[src/rtl/page_arbiter.sv]
// Page arbiter: owns the current TopState, validates page requests and sequences transitions.
// Optional blank-screen phase enabled by defining PAGE_ARB_BLANK_EN.
package page_arbiter_pkg;
  localparam int unsigned TEXT_CHARS = 16;
  localparam int unsigned STATE_W    = 3;
  localparam int unsigned ARROW_W    = 4;
  localparam int unsigned PIANO_W    = 12;

  localparam logic [STATE_W-1:0] ST_INIT = STATE_W'(0);
  localparam logic [ARROW_W-1:0] ARROW_RIGHT = 4'b0001;
  localparam logic [ARROW_W-1:0] ARROW_LEFT  = 4'b0010;
  localparam logic [ARROW_W-1:0] ARROW_DOWN  = 4'b0100;
  localparam logic [ARROW_W-1:0] ARROW_UP    = 4'b1000;

  typedef logic [TEXT_CHARS-1:0][7:0] text_t;
  localparam text_t BLANK_TEXT = {TEXT_CHARS{8'h20}};

  typedef struct packed {
    logic [PIANO_W-1:0] piano_keys;
    logic [ARROW_W-1:0] arrow_keys;
    logic               enter;
  } user_input_t;

  typedef struct packed {
    text_t              text;
    logic [STATE_W-1:0] state;
  } program_output_t;
endpackage

module page_arbiter
  import page_arbiter_pkg::*;
#(
  parameter int unsigned NUM_PAGES   = 5,
  parameter int unsigned BLANK_TICKS = 4
) (
  input  logic                 clk,
  input  logic                 rst,
  input  logic                 tick,
  input  user_input_t          user_in,
  input  program_output_t      page_out [NUM_PAGES],
  output user_input_t          user_in_gated,
  output logic [NUM_PAGES-1:0] page_en,
  output logic [NUM_PAGES-1:0] page_rst,
  output program_output_t      prog_out,
  output logic                 busy,
  output logic                 req_err
);
  localparam int unsigned CNT_W = 8;

  typedef enum logic [1:0] {ST_RUN, ST_BLANK, ST_ENTER} state_e;

  state_e               state_q, state_d;
  logic [STATE_W-1:0]   cur_q, cur_d;
  logic [STATE_W-1:0]   nxt_q, nxt_d;
  logic [CNT_W-1:0]     cnt_q, cnt_d;
  logic                 lock_q, lock_d;
  logic                 err_d;
  logic [STATE_W-1:0]   req_s;

  logic [NUM_PAGES-1:0] page_en_q;
  logic [NUM_PAGES-1:0] page_rst_q;
  program_output_t      prog_q;
  logic                 busy_q;
  logic                 req_err_q;

  // Next-state: request validation in RUN, blank countdown, one-cycle ENTER handoff
  always_comb begin
    state_d = state_q;
    cur_d   = cur_q;
    nxt_d   = nxt_q;
    cnt_d   = cnt_q;
    lock_d  = lock_q;
    err_d   = 1'b0;
    req_s   = page_out[cur_q].state;
    case (state_q)
      ST_RUN: begin
        if (tick && (req_s != cur_q)) begin
          if (32'(req_s) >= NUM_PAGES) begin
            err_d = 1'b1;
          end else begin
            nxt_d  = req_s;
            cnt_d  = CNT_W'(BLANK_TICKS - 1);
            lock_d = 1'b1;
`ifdef PAGE_ARB_BLANK_EN
            state_d = ST_BLANK;
`else
            state_d = ST_ENTER;
`endif
          end
        end
        // Lock releases only once the keys are seen idle on a tick with no new transition
        if (tick && (state_d == ST_RUN) && (user_in.arrow_keys == '0)) begin
          lock_d = 1'b0;
        end
      end
      ST_BLANK: begin
        if (tick) begin
          if (cnt_q != '0) cnt_d = cnt_q - CNT_W'(1);
          else             state_d = ST_ENTER;
        end
      end
      ST_ENTER: begin
        cur_d   = nxt_q;
        state_d = ST_RUN;
      end
      default: state_d = ST_RUN;
    endcase
  end

  // State and registered outputs
  always_ff @(posedge clk) begin
    if (rst) begin
      state_q     <= ST_RUN;
      cur_q       <= ST_INIT;
      nxt_q       <= ST_INIT;
      cnt_q       <= '0;
      lock_q      <= 1'b0;
      page_en_q   <= NUM_PAGES'(1);
      page_rst_q  <= '0;
      busy_q      <= 1'b0;
      req_err_q   <= 1'b0;
      prog_q.text <= BLANK_TEXT;
      prog_q.state <= ST_INIT;
    end else begin
      state_q     <= state_d;
      cur_q       <= cur_d;
      nxt_q       <= nxt_d;
      cnt_q       <= cnt_d;
      lock_q      <= lock_d;
      page_en_q   <= NUM_PAGES'(1) << cur_d;
      page_rst_q  <= (state_d == ST_ENTER) ? (NUM_PAGES'(1) << nxt_d) : '0;
      busy_q      <= (state_d != ST_RUN);
      req_err_q   <= err_d;
      prog_q.text <= (state_q == ST_RUN) ? page_out[cur_q].text : BLANK_TEXT;
      prog_q.state <= cur_d;
    end
  end

  // Arrow keys are suppressed while a held key could cascade into the new page
  always_comb begin
    user_in_gated = user_in;
    if (lock_q) user_in_gated.arrow_keys = '0;
  end

  assign page_en  = page_en_q;
  assign page_rst = page_rst_q;
  assign prog_out = prog_q;
  assign busy     = busy_q;
  assign req_err  = req_err_q;
endmodule

[config.mk]
export PLATFORM = sky130hd
export DESIGN_NAME = page_arbiter
export DESIGN_NICKNAME = d
export VERILOG_FILES = /design/src/rtl/page_arbiter.sv
export SDC_FILE = /design/constraint.sdc
export NUM_CORES = 1
export LEC_CHECK = 0
export CAP_MARGIN = 15
export CORE_AREA = 5 5 320 322
export DETAILED_ROUTE_END_ITERATION = 8
export DIE_AREA = 0 0 325 327
export GPL_TIMING_DRIVEN = 0
export SLEW_MARGIN = 5
export SYNTH_ARGS = -nofsm -noshare
export SYNTH_HDL_FRONTEND = slang
export SYNTH_SLANG_ARGS = --single-unit
[constraint.sdc]
create_clock -name clk -period 2.4 [get_ports clk]
set_input_delay 0.36 -clock clk [delete_from_list [all_inputs] [get_ports clk]]
set_output_delay 0.36 -clock clk [all_outputs]
set_load 0.005 [all_outputs]
Word-level counts from Yosys, hierarchy flattened
Index checks and enable logic that the tools add are counted.
{"block": "totals", "reg_bits": 157, "in_bits": 675, "out_inout_bits": 160, "word_cells": 81}
{"block": "op_classes", "addsub": 1, "order_cmp": 2, "eq_ne": 9, "n_shift": 2, "muxes": 23, "n_bitwise": 4, "n_reduce_logical": 15}
{"op": "binary-select mux 131 bit (select 3 bit)", "n": 1}
{"op": "two-way mux 131 bit", "n": 2}
{"op": "two-way mux 8 bit", "n": 4}
{"op": "case mux 8 bit (2 select lines)", "n": 1}
{"op": "two-way mux 3 bit", "n": 4}
{"op": "two-way mux 2 bit", "n": 5}
{"op": "<< shifter 1 x 3 -> 5 bit (first input constant)", "n": 2}
{"op": "!= test 2 bit (second input constant)", "n": 4}
{"op": "nonzero test 8 bit", "n": 1}
{"op": "subtractor 8 x 1 -> 8 bit (second input constant)", "n": 1}
{"op": "nonzero test 2 bit", "n": 3}
{"op": "AND reduction 5 bit", "n": 1}
{"op": "equality test 2 bit (second input constant)", "n": 2}
{"op": ">= comparator 4 bit (second input constant)", "n": 1}
{"op": "logical NOT 2 bit", "n": 2}
{"op": "logical NOT 4 bit", "n": 1}
{"op": "two-way mux 1 bit", "n": 4}
{"op": "two-way mux 4 bit", "n": 1}
{"op": "NOT 3 -> 4 bit", "n": 1}
{"op": "case mux 2 bit (2 select lines)", "n": 1}
{"op": "OR reduction 2 bit", "n": 2}
{"op": ">= comparator 3 bit (second input constant)", "n": 1}
{"op": "logical AND 1 bit", "n": 3}
{"op": "!= test 3 bit", "n": 1}
{"op": "other kinds (5)", "n": 7}

Depth between registers and ports, before layout
{"block": "logic_depth", "ltp_word": 13, "depth_mapped": 10, "ltp_nobuf": 9}

Worst setup path after synthesis
No wires, ideal clock.
{"block": "synth_timing", "kind": "reg-to-reg", "start": "register, netlist name prog_out[0]", "end": "register page_rst_q[1] (netlist: page_rst[1])", "setup_time_ns": 0.125, "t_arrival_ns": 2.060, "t_required_ns": 2.275, "path_slack_ns": 0.215, "path_stages_with_launch": 9, "n_path_buf": 1, "period_less_slack_ns": 2.185, "cell_sequence": "dfxtp_1 -> buf_6 -> mux2_4 -> o2bb2ai_2 -> xor2_1 -> nor4b_4 -> mux2i_1 -> a21boi_1 -> nor3_2"}
{"item": "to (signal assigned)", "line_no": "131", "source": "page_rst_q <= (state_d == ST_ENTER) ? (NUM_PAGES'(1) << nxt_d) : '0;"}
{"item": "to (decl)", "line_no": "61", "source": "logic [NUM_PAGES-1:0] page_rst_q;"}

==> impl_metrics.csv <==
group,metric,value,unit
sta,maxSlewHeadroom,53.7,%
run,drv_cap,0,
hold_path,hold_path_depth,4,
pwr,switching_share,28.8,%
yosys,syn_inst,759,
yosys,synth-main-ff-cell,"dfxtp_1",
worst_setup_path,max_stage_delay,410,ps
sta,period_needed,2410,ps
die,rows,116,
pwr,comb_power_share,30.0,%
sta,tightest_slew,694,ps
die,start_util,8.84,%
global_routing,grt_pass1_wl,112000,µm
yosys,yosysWarnings,0,
pwr,sequentialPowerShare,33.4,%
hold_path,hp-start,"tick",
sta,final_hold_viol_count,0,
yosys,synth_nets,1435,
clock_tree,cts_tree,"built",
worst_setup_path,required,2760,ps
yosys,netlist.area_leader.share,35.8,%
clock_tree,cts_buffer_depth,2,
sta,clock.fmax,0.415,GHz
layout,final_cells,2945,
worst_setup_path,startpoint_type,"flip-flop",
layout,register_area,3150,µm²
global_routing,grt_pass1_vias,11100,
route,postRouteWirelength,89900,µm
worst_setup_path,critPathCaptureType,"flip-flop",
worst_setup_path,critical_path_class,"reg -> reg",
sta,rsz0062_at_grt,"yes",
layout,fillCellCount,11000,
pwr,p_switching,2.46,mW
yosys,syn_area_per_cell,11.6,µm²
route,drc,0,
layout,syn2layout_area_growth,124,%
clock_tree,cts_inserted_buffers,17,
global_routing,grt.total_usage,16.2,%
run_status,outcome,"finished, violations left",
worst_setup_path,worstPathArrival,2770,ps
yosys,ys_types,51,
sta,fin_crit_sh,100,%
yosys,yosysSeqAreaShare,35.8,%
pwr,power.share.clock,36.6,%
route,wl_per_cell,30.5,µm
die,core,99300,µm²
place,portBuffers,820,
worst_setup_path,crit-reg2reg-launch,"prog_out[2]",
yosys,async_flop_share,0,%
layout,multi_input_area,5350,µm²
sta,slew_viol_final,0,
hold_path,hp-class,"in -> reg",
yosys,synth_most_common_cell,"dfxtp_1",
layout,drive_above_1_share,17.1,%
place,dp_hpwl,78300,µm
worst_setup_path,r2r_slack,-10,ps
hold_path,whs_endpoint,"lock_q",
yosys,synthTopCellsByArea,"dfxtp_1 (36%), mux4_2 (33%), a22oi_1 (9.7%)",
clock_tree,cts_hold_buf,0,
clock_tree,clkSlewWorstSetupHoldPaths,80,ps
clock_tree,clock_latency,490,ps
die,num_io_pins,835,
pwr,p_int,6.07,mW
route,first_pass_iters,7,
global_routing,grt_max_degree,17,
clock_tree,cts.sinks,157,
worst_setup_path,path_max_fanout,5,
yosys,syn_area,8780,µm²
route,via_per_inst,3.68,
worst_setup_path,cp_cell_sequence,"mux2_2 > o21ai_2 > nor4b_4 > buf_6 > mux2i_2 > nand2_2 > nor4b_4",
place,place_ws,-1080,ps
route,vias,10800,
place,placed_area,18600,µm²
worst_setup_path,r2r_cells,7,
route,drtAntennaViolNets,0,
yosys,yosys.area.top_type,"dfxtp_1",
clock_tree,htreeDepth,4,
worst_setup_path,crit_top_cell,"nor4b_4",
layout,nets,2282,
sta,final.setup_skew,17.4,ps
sta,fin_setup_tns,-11.4,ps
yosys,ys_ff_latch,157,
place,gp_congestion,0.956,
run_status,violations,"negative setup slack",
pwr,vdd_drop_max,550,µV
sta,setup_slack,-11.4,ps
die,die_w,325,µm
die,die_y,327,µm
yosys,ys_top_cells_by_count,"dfxtp_1 (157), nor2_1 (131), mux4_2 (128)",
place,place_inst,2879,
die,die_area,106000,µm²
layout,design_area,19700,µm²
worst_setup_path,timing.rr.end,"page_rst[4]",
global_routing,antenna_found_initial,58,
global_routing,grt_remaining_overflow,0,
pwr,p_leak,6.87,nW
sta,setup_viol,1,
clock_tree,clockRootBuffer,"clkbuf_16",
sta,whs,381,ps
worst_setup_path,crit_slowest_cell,"dfxtp_4",
route,drtIter0Drc,804,
yosys,synth_edf_count,0,
pwr,p_per_area,433,nW/µm²
## kinds of logic (layout without fill, tap and decap cells)
family,count (synthesis),after routing,synth area share [%]
compound gates,161,161,13.9
xor+xnor,7,7,0.698
fa+ha+maj,1,1,0.142
buf+inv,98,958,5.20
flops,157,157,35.8
mux,135,135,33.7
other cells,0,28,0
simple gates,200,200,10.5
## stage by stage
step                      utilization (%)  power, mW
after floorplan                         -       3.47
final                                19.8       8.53
after global placement               18.7       5.42
after CTS                            19.7       8.71
after global routing                 19.8       8.92
after detailed placement             18.8       5.43
## worst max path at each step
stage                start            to  slack [ps]  cells after the start
3_5_place_dp   prog_out[2]  prog_out[46]       -1080                      7
6_report       prog_out[2]   page_rst[4]         -10                      7
5_1_grt        prog_out[0]   page_rst[4]         -30                      9
2_1_floorplan  prog_out[0]   page_rst[1]         210                      8
3_3_place_gp   prog_out[1]  prog_out[44]       -1720                      6
4_1_cts        prog_out[2]   page_rst[0]           4                     10
## what timing repair did
action | 4_1_cts | 5_1_grt
gates resized for setup | 76 | 29
setup endpoints to repair | 132 | 51
buffers inserted | 5 | 1
pin swaps | 3 | 3
## routing by layer
layer | GRT usage [%] | up-vias | wire length [µm]
li1 | - | 4701 | -
met1 | 20.2 | 5290 | 37900
met2 | 23.8 | 737 | 39200
met3 | 8.21 | 86 | 10300
met4 | 5.87 | 28 | 2190
met5 | 1.40 | - | 377
## worst max-delay path: cells and delay by family (launching register included)
kind / cells / cell delay [ps]
flip-flops: 1 / 410
buffers and inverters: 1 / 180
AND/OR/NAND/NOR: 3 / 770
multiplexers: 2 / 610
AO/OA/AOI/OAI: 1 / 300
## area by class of cell
| cell class | count | share of cell area (%) |
|---|---|---|
| timing repair buffer | 828 | 42.1 |
| multi-input combinational | 504 | 27.1 |
| sequential | 157 | 16.0 |
| tap | 1298 | 8.24 |
| buffer | 91 | 2.90 |
| clock buffer | 17 | 2.16 |
| clock inverter | 15 | 1.04 |
| antenna | 28 | 0.356 |
| inverter | 7 | 0.133 |
## sequential cells by signal, summed over array words and instances (netlist names)
name,flops
state_q,2
prog_out,131
page_en,5
lock_q,1
req_err,1
busy,1
cnt_q,8
page_rst,5
nxt_q,3
## cell usage in the layout (no fill, tap or decap), types with 3 or more instances in the layout
| cell | netlist | routed |
|---|---|---|
| a22oi_2 | 0 | 7 |
| clkbuf_16 | 0 | 17 |
| nor2b_1 | 9 | 9 |
| a22oi_1 | 113 | 106 |
| nor2_1 | 131 | 130 |
| buf_4 | 13 | 27 |
| buf_2 | 14 | 7 |
| inv_6 | 0 | 3 |
| diode_2 | 0 | 28 |
| buf_1 | 10 | 5 |
| o21ai_0 | 6 | 3 |
| nand3_1 | 5 | 5 |
| bufinv_16 | 0 | 3 |
| clkbuf_2 | 0 | 11 |
| nand2_1 | 10 | 7 |
| a221o_1 | 16 | 16 |
| nand2b_1 | 6 | 6 |
| nor3_1 | 12 | 11 |
| o21ai_1 | 1 | 3 |
| clkbuf_8 | 0 | 3 |
| nor2_2 | 5 | 6 |
| mux4_2 | 128 | 128 |
| nor3_2 | 5 | 4 |
| dfxtp_1 | 157 | 154 |
| inv_1 | 7 | 7 |
| or2_2 | 3 | 3 |
| clkdlybuf4s50_1 | 0 | 820 |
| inv_8 | 0 | 3 |
| a21oi_1 | 9 | 8 |
| buf_6 | 3 | 7 |
| clkbuf_4 | 0 | 9 |
| clkbuf_1 | 51 | 26 |
| xnor2_1 | 4 | 4 |
## power by group through the flow
stage / clock (mW) / sequential (mW) / combinational (mW)
final: 3.12 / 2.85 / 2.56
after global routing: 3.37 / 2.86 / 2.69
after CTS: 3.30 / 2.85 / 2.57
after detailed placement: 0 / 2.91 / 2.52
after global placement: 0 / 2.90 / 2.52
after floorplan: 0 / 2.91 / 0.559
(Power assumes the default switching activity.)
